===== config.mk =====
export PLATFORM = sky130hd
export DESIGN_NAME = pc_fetch
export DESIGN_NICKNAME = d
export VERILOG_FILES = /design/src/rtl/pc_fetch_pkg.sv /design/src/rtl/pc_fetch_pc_next_sel.sv /design/src/rtl/pc_fetch.sv
export SDC_FILE = /design/constraint.sdc
export NUM_CORES = 1
export LEC_CHECK = 0
export CORE_UTILIZATION = 50
export DETAILED_ROUTE_END_ITERATION = 7
export PLACE_DENSITY = 0.94
export SLEW_MARGIN = 25
export SYNTH_ARGS = -nofsm -noshare
export SYNTH_HDL_FRONTEND = slang
export SYNTH_SLANG_ARGS = --single-unit
export TNS_END_PERCENT = 20

===== constraint.sdc =====
create_clock -name clk -period 3.9 [get_ports clk]
set_input_delay 0.39 -clock clk [delete_from_list [all_inputs] [get_ports clk]]
set_output_delay 0.39 -clock clk [all_outputs]
set_load 0.02 [all_outputs]

===== src/rtl/pc_fetch_pkg.sv =====
`default_nettype none
// ============================================================================
//  Module  : pc_fetch_pkg
//  Purpose : Shared definitions for the instruction-fetch stage: FSM state
//            encoding, fetch exception codes, word constants, and the
//            address-alignment helper used on every fetch address.
//  Ports   : none (package)
//  Rev     : 1.0  initial release
// ============================================================================
package pc_fetch_pkg;

  localparam int unsigned INST_W = 32;
  localparam logic [INST_W-1:0] ZERO_WORD = 32'h0000_0000;

  localparam logic [1:0] EXC_NONE       = 2'b00;
  localparam logic [1:0] EXC_FETCH_ADDR = 2'b10;

  typedef enum logic [1:0] {
    ST_IDLE = 2'd0,
    ST_REQ  = 2'd1,
    ST_HOLD = 2'd2
  } fetch_state_e;

  // Without the alignment checker the low address bits are simply dropped,
  // so a misaligned target silently fetches the enclosing word.
  function automatic logic [INST_W-1:0] align_pc(input logic [INST_W-1:0] pc);
`ifdef PC_ALIGN_CHECK_EN
    return pc;
`else
    return {pc[INST_W-1:2], 2'b00};
`endif
  endfunction

endpackage : pc_fetch_pkg
`default_nettype wire


===== src/rtl/pc_fetch_pc_next_sel.sv =====
`default_nettype none
// ============================================================================
//  Module  : pc_next_sel
//  Purpose : Combinational next-PC selection. Exception flush beats a taken
//            branch; otherwise the sequential PC+4 (wrapping at 2^32).
//            Honours PC_ALIGN_CHECK_EN through pc_fetch_pkg::align_pc.
//  Ports   : flush_i/new_pc_i          exception redirect and target
//            branch_flag_i/branch_target_i  branch redirect and target
//            cur_pc_i                  current fetch PC
//            redirect_o                any redirect requested this cycle
//            redirect_pc_o             winning redirect target
//            seq_pc_o                  cur_pc_i + 4
//  Rev     : 1.0  initial release
// ============================================================================
module pc_next_sel
  import pc_fetch_pkg::*;
(
  input  logic              flush_i,
  input  logic [INST_W-1:0] new_pc_i,
  input  logic              branch_flag_i,
  input  logic [INST_W-1:0] branch_target_i,
  input  logic [INST_W-1:0] cur_pc_i,
  output logic              redirect_o,
  output logic [INST_W-1:0] redirect_pc_o,
  output logic [INST_W-1:0] seq_pc_o
);

  always_comb begin
    redirect_o    = flush_i | branch_flag_i;
    redirect_pc_o = align_pc(flush_i ? new_pc_i : branch_target_i);
    // Natural 32-bit overflow gives the FFFF_FFFC -> 0000_0000 wrap.
    seq_pc_o      = align_pc(cur_pc_i + 32'd4);
  end

endmodule : pc_next_sel
`default_nettype wire


===== src/rtl/pc_fetch.sv =====
`default_nettype none
// ============================================================================
//  Module  : pc_fetch
//  Purpose : Instruction fetch stage. Issues one outstanding request at a
//            time to instruction memory, presents the returned word with its
//            PC one cycle after ack, and handles redirects (flush/branch),
//            squashes and downstream back-pressure.
//            Optional macro PC_ALIGN_CHECK_EN: misaligned redirect targets
//            raise a fetch-address exception instead of being word-aligned.
//  Ports   : clk, rst_n                 clock, async active-low reset
//            flush_i/new_pc_i           exception redirect
//            branch_flag_i/branch_target_i  taken-branch redirect
//            pc_instr_invalid_i         squash of the word returning now
//            stall_i                    downstream cannot accept
//            inst_req_o/inst_addr_o     memory request and address
//            inst_ack_i/inst_data_i     memory ack and instruction word
//            pc_o/instr_o/instr_valid_o/excepttype_o  fetched result
//  Rev     : 1.0  initial release
// ============================================================================
module pc_fetch
  import pc_fetch_pkg::*;
#(
  parameter logic [31:0] RESET_PC     = 32'h0000_0000,
  parameter int unsigned EXC_VECTOR_W = 2
) (
  input  logic                    clk,
  input  logic                    rst_n,
  input  logic                    flush_i,
  input  logic [31:0]             new_pc_i,
  input  logic                    branch_flag_i,
  input  logic [31:0]             branch_target_i,
  input  logic                    pc_instr_invalid_i,
  input  logic                    stall_i,
  output logic                    inst_req_o,
  output logic [31:0]             inst_addr_o,
  input  logic                    inst_ack_i,
  input  logic [31:0]             inst_data_i,
  output logic [31:0]             pc_o,
  output logic [31:0]             instr_o,
  output logic                    instr_valid_o,
  output logic [EXC_VECTOR_W-1:0] excepttype_o
);

  fetch_state_e state_q, state_d;
  logic [31:0]  fetch_pc_q, fetch_pc_d;
  logic [31:0]  pend_pc_q, pend_pc_d;   // redirect target held while killed request drains
  logic         kill_q, kill_d;
  logic         fault_q, fault_d;       // parked after an address fault until a redirect
  logic [31:0]  pc_q, pc_d;
  logic [31:0]  instr_q, instr_d;
  logic         valid_q, valid_d;

  logic         req;
  logic         load_en;
  logic         load_bad;
  logic [31:0]  load_pc;
  logic         redirect;
  logic [31:0]  redirect_pc;
  logic [31:0]  seq_pc;

`ifdef PC_ALIGN_CHECK_EN
  localparam logic [EXC_VECTOR_W-1:0] EXC_ADDR_ERR = EXC_VECTOR_W'(EXC_FETCH_ADDR);
  localparam logic [EXC_VECTOR_W-1:0] EXC_CLEAR    = EXC_VECTOR_W'(EXC_NONE);
  logic [EXC_VECTOR_W-1:0] exc_q, exc_d;
  assign load_bad = |load_pc[1:0];
`else
  assign load_bad = 1'b0;
`endif

  pc_next_sel u_pc_next_sel (
    .flush_i         (flush_i),
    .new_pc_i        (new_pc_i),
    .branch_flag_i   (branch_flag_i),
    .branch_target_i (branch_target_i),
    .cur_pc_i        (fetch_pc_q),
    .redirect_o      (redirect),
    .redirect_pc_o   (redirect_pc),
    .seq_pc_o        (seq_pc)
  );

  always_comb begin
    state_d    = state_q;
    fetch_pc_d = fetch_pc_q;
    pend_pc_d  = pend_pc_q;
    kill_d     = kill_q;
    fault_d    = fault_q;
    pc_d       = pc_q;
    instr_d    = instr_q;
    // A presented word is consumed on any cycle without stall.
    valid_d    = valid_q & stall_i;
`ifdef PC_ALIGN_CHECK_EN
    exc_d      = exc_q;
`endif
    req        = 1'b0;
    load_en    = 1'b0;
    load_pc    = redirect_pc;

    case (state_q)
      ST_IDLE: begin
        state_d = ST_REQ;
        if (redirect) load_en = 1'b1;
      end

      ST_REQ: begin
        // A fresh request is only raised while the output slot is free, so
        // an ack can never land on an unconsumed word.
        if (valid_q && stall_i) begin
          if (redirect) begin
            valid_d = 1'b0;
            load_en = 1'b1;
          end else begin
            state_d = ST_HOLD;
          end
        end else begin
          req = 1'b1;
          if (inst_ack_i) begin
            if (kill_q) begin
              kill_d  = 1'b0;
              load_en = 1'b1;
              if (!redirect) load_pc = pend_pc_q;
            end else if (redirect) begin
              // Word returning now is on the wrong path.
              load_en = 1'b1;
            end else begin
              fetch_pc_d = seq_pc;
              if (!pc_instr_invalid_i) begin
                valid_d = 1'b1;
                pc_d    = fetch_pc_q;
                instr_d = inst_data_i;
`ifdef PC_ALIGN_CHECK_EN
                exc_d   = EXC_CLEAR;
`endif
              end
            end
          end else if (redirect) begin
            // Memory still owes us this word: keep the request stable and
            // drop its data when it arrives.
            kill_d    = 1'b1;
            pend_pc_d = redirect_pc;
          end
        end
      end

      ST_HOLD: begin
        if (redirect) begin
          valid_d = 1'b0;
          load_en = 1'b1;
        end else if (!stall_i && !fault_q) begin
          state_d = ST_REQ;
        end
      end

      default: state_d = ST_IDLE;
    endcase

    if (load_en) begin
      fetch_pc_d = load_pc;
      if (load_bad) begin
        // Report the bad target as a completed fetch carrying an exception;
        // no memory access is made and fetch waits for the next redirect.
        state_d = ST_HOLD;
        fault_d = 1'b1;
        valid_d = 1'b1;
        pc_d    = load_pc;
        instr_d = ZERO_WORD;
`ifdef PC_ALIGN_CHECK_EN
        exc_d   = EXC_ADDR_ERR;
`endif
      end else begin
        state_d = ST_REQ;
        fault_d = 1'b0;
      end
    end
  end

  always_ff @(posedge clk or negedge rst_n) begin
    if (!rst_n) begin
      state_q    <= ST_IDLE;
      fetch_pc_q <= align_pc(RESET_PC);
      pend_pc_q  <= ZERO_WORD;
      kill_q     <= 1'b0;
      fault_q    <= 1'b0;
      pc_q       <= ZERO_WORD;
      instr_q    <= ZERO_WORD;
      valid_q    <= 1'b0;
    end else begin
      state_q    <= state_d;
      fetch_pc_q <= fetch_pc_d;
      pend_pc_q  <= pend_pc_d;
      kill_q     <= kill_d;
      fault_q    <= fault_d;
      pc_q       <= pc_d;
      instr_q    <= instr_d;
      valid_q    <= valid_d;
    end
  end

`ifdef PC_ALIGN_CHECK_EN
  always_ff @(posedge clk or negedge rst_n) begin
    if (!rst_n) exc_q <= '0;
    else        exc_q <= exc_d;
  end
  assign excepttype_o = exc_q;
`else
  assign excepttype_o = '0;
`endif

  assign inst_req_o    = req;
  assign inst_addr_o   = fetch_pc_q;
  assign pc_o          = pc_q;
  assign instr_o       = instr_q;
  assign instr_valid_o = valid_q;

endmodule : pc_fetch
`default_nettype wire

==> flow_metrics.py, run 1 <==
metrics = {
    "status": {
        "outcome": "finished, final reports clean",
    },
    "drt": {
        "wl_met2_um": 8390,
        "routed-via-count": 5130,
        "dr.pass1.iters": 5,
        "remaining_drc_errors": 0,
        "drt-met1-wl_um": 6620,
        "wl_met3_um": 1490,
        "routed_wl_um": 17000,
        "top_layer": "met4",
        "drt_iter0_markers": 477,
        "vias_per_cell": 5.70,
        "ant_nets": 0,
        "wl_per_cell_um": 18.9,
    },
    "global_routing": {
        "grt_use_total_pct": 26.8,
        "grt_max_degree": 108,
        "grt_pass1_vias": 5191,
        "overflow": 0,
        "antenna_found_initial": 0,
        "grt_pass1_wl_um": 26700,
    },
    "setup_path": {
        "required_ns": 4.23,
        "cp-start-kind": "flop",
        "path_class": "reg -> reg",
        "critPathArrivalTime_ns": 3.34,
        "r2r_setup_slack_ns": 0.89,
        "critPathMaxFanout": 11,
        "crit_path_end_kind": "flop",
    },
    "synthesis": {
        "synth_cell_types": 54,
        "yosys.area_share.simple_pct": 9.78,
        "avgSynthCellArea_um2": 12.1,
        "syn_area_um2": 6370,
        "synth_fa_ha_area_share_pct": 0.982,
        "synth_xor_area_share_pct": 2.75,
        "synthMuxAreaShare_pct": 25.1,
        "seq_area_frac_synth_pct": 51.9,
        "yosys_register_bits": 132,
        "synth-compound-area-share_pct": 6.68,
        "yosysWarnings": 0,
        "synth-edff-count": 0,
        "synth_area_leaders": "dfrtp_1, mux2_2, mux2i_1, xnor2_1, a21oi_1",
        "synth_top_family_by_area": "multiplexers",
        "syn_inst": 527,
        "synth_top_cell_by_area": "dfrtp_1",
        "async_flop_share_pct": 100,
        "synth_top_cell_area_share_pct": 51.9,
        "synth_flop_cell": "dfrtp_1",
    },
    "die": {
        "die_w_um": 115,
        "io_pins": 203,
        "initial_utilization_pct": 52.2,
        "dieArea_um2": 13200,
        "die_height_um": 115,
        "fp-row-count": 40,
        "coreArea_um2": 12200,
    },
    "placement": {
        "port_buffers": 196,
        "gp_congestion": 0.855,
        "dpl_worst_slack_ns": 0.704,
        "dp_hpwl_um": 12300,
    },
    "cells_and_area": {
        "regArea_um2": 3300,
        "multi_input_area_um2": 2910,
        "fin_nets": 828,
        "area.growth.synth_to_final_pct": 42.9,
        "diodes": 0,
        "fill_cells": 778,
        "drive_above_1_share_pct": 20.2,
    },
    "pwr": {
        "power_density_nw_per_um2": 786,
        "total_power_mw": 7.15,
        "p_leak_nw": 3.82,
        "vdd_drop_max_v": 0.000298,
    },
    "sta": {
        "worst_pin_slew_ns": 0.957,
        "max_freq_ghz": 0.332,
        "hold_viol_final": 0,
        "setup_viol": 0,
        "setup_ws_ns": 0.891,
        "clock_skew_ns": 0.00706,
        "setup_tns_ns": 0,
        "slew_viol_final": 0,
        "whs_ns": 0.0696,
        "relSlewSlack_pct": 35.7,
        "timing.final.crit_share_pct": 77.2,
        "rsz0062_at_grt": "no",
        "fin_crit_ns": 3.01,
    },
    "clock_network": {
        "insertion_delay_ns": 0.42,
        "cts_made_buffers": 17,
        "cts_resized": 0,
        "clockBufferDepth": 2,
        "cts.hold.buffers_added": 0,
        "clock_sinks": 132,
        "clkTransAtPathRegs_ns": 0.06,
        "cts_root_buf": "clkbuf_16",
        "cts_tree": "yes",
        "htree_levels": 4,
        "post-cts-setup-buffer-count": 0,
    },
    "run": {
        "max_cap_violations": 0,
    },
    "worst_hold_path": {
        "min_path_type": "in -> async",
    },
}
## cell usage after synthesis, types with 4 or more instances
cell and n:
o21ai_0 7, mux2i_1 45, nor4_1 5, and4_1 4, nand2_1 21, dfrtp_1 132, inv_1 8, nor2_1 30
nand3_1 14, a211oi_1 4, buf_2 12, nor3_1 13, mux2_2 102, o211ai_1 9, a21oi_1 24, ha_1 5
xnor2_1 17, clkbuf_1 15, nand4_1 6
## kinds of logic after synthesis
family	Yosys count
XOR/XNOR	20
AO/OA/AOI/OAI	64
multiplexers	147
AND/OR/NAND/NOR	119
buffers and inverters	39
flip-flops	132
other	1
adder cells (fa/ha/maj)	5
## registers in the layout, indices dropped and copies added, names as in the netlist
name	count
inst_addr_o	32
instr_o	32
pc_o	32
pend_pc_q	32
state_q	2
instr_valid_o	1
kill_q	1
## cell usage in the layout, fill, tap and decap left out, drive strengths merged, types with 3 or more instances in the layout
cell type,count
nand2,21
dfrtp,132
xor2,3
a31oi,3
nor3,13
nor2,30
a211oi,4
mux2,102
a21oi,24
and4,4
nand3,14
xnor2,17
bufinv,3
or3,4
o21ai,7
nand4,6
inv,9
o211ai,9
ha,5
nor3b,3
or4,3
clkdlybuf4s50,195
and3,3
nor4,5
buf,8
nor2b,3
clkbuf,24
mux2i,45
## critical path, cell delays in order, from the launching register on
cell	delay [ns]
dfrtp_1	0.41
inv_1	0.09
ha_1	0.29
or4b_4	0.53
or3_1	0.59
or3_4	0.49
or4_1	0.43
o211ai_1	0.10
## final timing paths
path | to | from | cells past startpoint
worst max-delay path | inst_addr_o[26]$_DFFE_PN0P_ | state_q[1]$_DFFE_PN0P_ | 7
worst min-delay path | pc_o[26]$_DFFE_PN0P_ | rst_n | 1
worst max register to register | inst_addr_o[26]$_DFFE_PN0P_ | state_q[1]$_DFFE_PN0P_ | 7
worst min register to register | instr_o[18]$_DFFE_PN0P_ | instr_o[18]$_DFFE_PN0P_ | 1
max in group asynchronous | pc_o[9]$_DFFE_PN0P_ | rst_n | 2
min in group clk | instr_o[18]$_DFFE_PN0P_ | instr_o[18]$_DFFE_PN0P_ | 1
## where the power goes
group          switching [mW]  internal, mW  total [mW]
Clock                   0.574          1.05        1.63
Combinational            1.43          1.53        2.96
Sequential              0.583          1.98        2.56
## stage by stage
| stage | utilization [%] | instances | area (um2) |
|---|---|---|---|
| after floorplan | - | 528 | 6370 |
| after global placement | 69.6 | 869 | 8500 |
| after detailed placement | 69.6 | 869 | 8500 |
| after CTS | 74.5 | 900 | 9100 |
| after global routing | 74.5 | 900 | 9100 |
| final | 74.5 | 900 | 9100 |
## final cells by class
class                      count  area share [%]
multi-input combinational    357            31.9
clock inverter                 8            1.36
clock buffer                  23            5.25
timing repair buffer         204            22.5
inverter                       8           0.330
tap                          168            2.31
sequential                   132            36.3
## layer usage
metal | vias up | track usage (%)
met3 | 49 | 6.69
met2 | 335 | 45.2
met5 | - | 0
li1 | 2303 | -
met4 | 0 | 13.0
met1 | 2443 | 32.3
No activity file was read; power rests on OpenSTA's default activity.
==> inputs of run 2 (changes only) <==
- CORE_UTILIZATION: 50 -> 47
- PLACE_DENSITY: 0.94 -> 0.9
- clock period: 3.9 -> 3.05 ns (I/O delays scaled with it)
==> run 2 against run 1 <==
Count of clock-buffer cells in the layout is 3 lower. Register-to-register slack worse by 0.57 ns. Non-clock buffer count is 7 higher. Clock power is 33% higher. Wire length is 2.0% lower. Clock skew is 0.0021 ns higher. Cell area is 0.88% higher. Critical path type unchanged. Largest power group unchanged.
==> flow_metrics.py, run 2 (synthesis gave the netlist of run 1 again) <==
metrics = {
    "drt": {
        "routed_wl_um": 16700,
        "vias_per_cell": 5.53,
        "drt_iter0_markers": 497,
        "ant_nets": 0,
        "routed-via-count": 5068,
        "wl_per_cell_um": 18.2,
        "dr.pass1.iters": 5,
        "remaining_drc_errors": 0,
    },
    "die": {
        "coreArea_um2": 13200,
        "fp-row-count": 42,
        "initial_utilization_pct": 48.1,
        "dieArea_um2": 14000,
        "die_w_um": 118,
        "io_pins": 203,
        "die_height_um": 118,
    },
    "sta": {
        "clock_skew_ns": 0.00920,
        "fin_crit_ns": 2.73,
        "timing.final.crit_share_pct": 89.5,
        "hold_viol_final": 0,
        "rsz0062_at_grt": "no",
        "worst_pin_slew_ns": 0.923,
        "setup_viol": 0,
        "slew_viol_final": 0,
        "whs_ns": 0.0160,
        "setup_tns_ns": 0,
        "relSlewSlack_pct": 38.5,
        "max_freq_ghz": 0.366,
    },
    "cells_and_area": {
        "fin_nets": 835,
        "fin_area_um2": 9180,
        "regArea_um2": 3300,
        "final_common_cell": "clkdlybuf4s50_1",
        "area.growth.synth_to_final_pct": 44.2,
        "final_cell_mix": "clkdlybuf4s50_1, dfrtp_1, mux2_2",
        "drive_above_1_share_pct": 21.4,
        "fill_cells": 943,
        "multi_input_area_um2": 2910,
        "diodes": 0,
    },
    "clock_network": {
        "cts_resized": 0,
        "cts.hold.buffers_added": 0,
        "clkTransAtPathRegs_ns": 0.06,
        "insertion_delay_ns": 0.42,
        "post-cts-setup-buffer-count": 0,
        "htree_levels": 4,
        "clockBufferDepth": 2,
        "cts_made_buffers": 17,
        "clock_sinks": 132,
        "cts_root_buf": "clkbuf_16",
        "cts_tree": "yes",
    },
    "global_routing": {
        "grt_pass1_wl_um": 26400,
        "overflow": 0,
        "grt_pass1_vias": 5063,
        "grt_use_total_pct": 24.4,
        "antenna_found_initial": 0,
        "grt_max_degree": 120,
    },
    "pwr": {
        "p_leak_nw": 3.86,
        "vdd_drop_max_v": 0.000470,
        "power_density_nw_per_um2": 1010,
    },
    "setup_path": {
        "critPathArrivalTime_ns": 3.06,
        "crit_path_end_kind": "flop",
        "critPathMaxFanout": 8,
        "cp_slowest_stage_delay_ns": 0.53,
        "path_class": "reg -> reg",
        "path_cells": "inv_1 > ha_1 > or4b_4 > or3_1 > or3_4 > or4_1 > o211ai_1",
        "cp-start-kind": "flop",
        "r2r_setup_slack_ns": 0.32,
        "required_ns": 3.38,
        "crit_path_top_delay_cell": "or4b_4",
    },
    "run": {
        "max_cap_violations": 0,
    },
    "placement": {
        "gp_congestion": 0.892,
        "dp_hpwl_um": 12000,
        "dpl_cell_area_um2": 8550,
        "port_buffers": 196,
    },
    "status": {
        "outcome": "finished, final reports clean",
    },
    "worst_hold_path": {
        "min_path_type": "in -> async",
    },
}
run 2: power by group:
part / total, mW / switching [mW] / internal (mW)
combinational: 3.83 / 1.86 / 1.97
clock: 2.16 / 0.751 / 1.41
sequential: 3.24 / 0.711 / 2.53
run 2: area by class of cell:
cell class	instances	share of cell area [%]
flip-flops and latches	132	36.0
multi-input cells	357	31.6
repair buffers	211	22.8
clock buffers	20	4.97
well taps	176	2.40
clock inverters	12	1.91
inverters	8	0.327
run 2: path summary, 6_finish.rpt:
check / start / to / cells after the start
min in group clk: pend_pc_q[28]$_DFFE_PN0P_ / pend_pc_q[28]$_DFFE_PN0P_ / 1
max in group asynchronous: rst_n / pend_pc_q[19]$_DFFE_PN0P_ / 2
min reg2reg: pend_pc_q[28]$_DFFE_PN0P_ / pend_pc_q[28]$_DFFE_PN0P_ / 1
min: rst_n / pc_o[19]$_DFFE_PN0P_ / 1
max: state_q[1]$_DFFE_PN0P_ / inst_addr_o[26]$_DFFE_PN0P_ / 7
max reg2reg: state_q[1]$_DFFE_PN0P_ / inst_addr_o[26]$_DFFE_PN0P_ / 7
run 2: through the flow:
step	util (%)	power, mW	setup slack, ns	cells
2_1_floorplan	-	5.10	0.427	528
3_3_place_gp	64.5	6.89	0.269	884
3_5_place_dp	64.5	7.07	0.265	884
4_1_cts	69.3	9.26	0.342	916
5_1_grt	69.3	9.65	0.154	916
6_report	69.3	9.24	0.319	916
run 2: per-layer routing:
metal  vias up  wire, um  track usage, %
met5         -         0               0
met4         0       336            8.31
li1       2320         -               -
met1      2462      6920            31.7
met2       253      8200            40.2
met3        33      1220            5.45
run 2: worst max-delay path: cells and delay by family, from the launching register on:
family	cells	cell delay, ns
AND/OR/NAND/NOR	4	1.77
buffers and inverters	1	0.09
flip-flops	1	0.41
adder cells (fa/ha/maj)	1	0.29
AO/OA/AOI/OAI	1	0.09
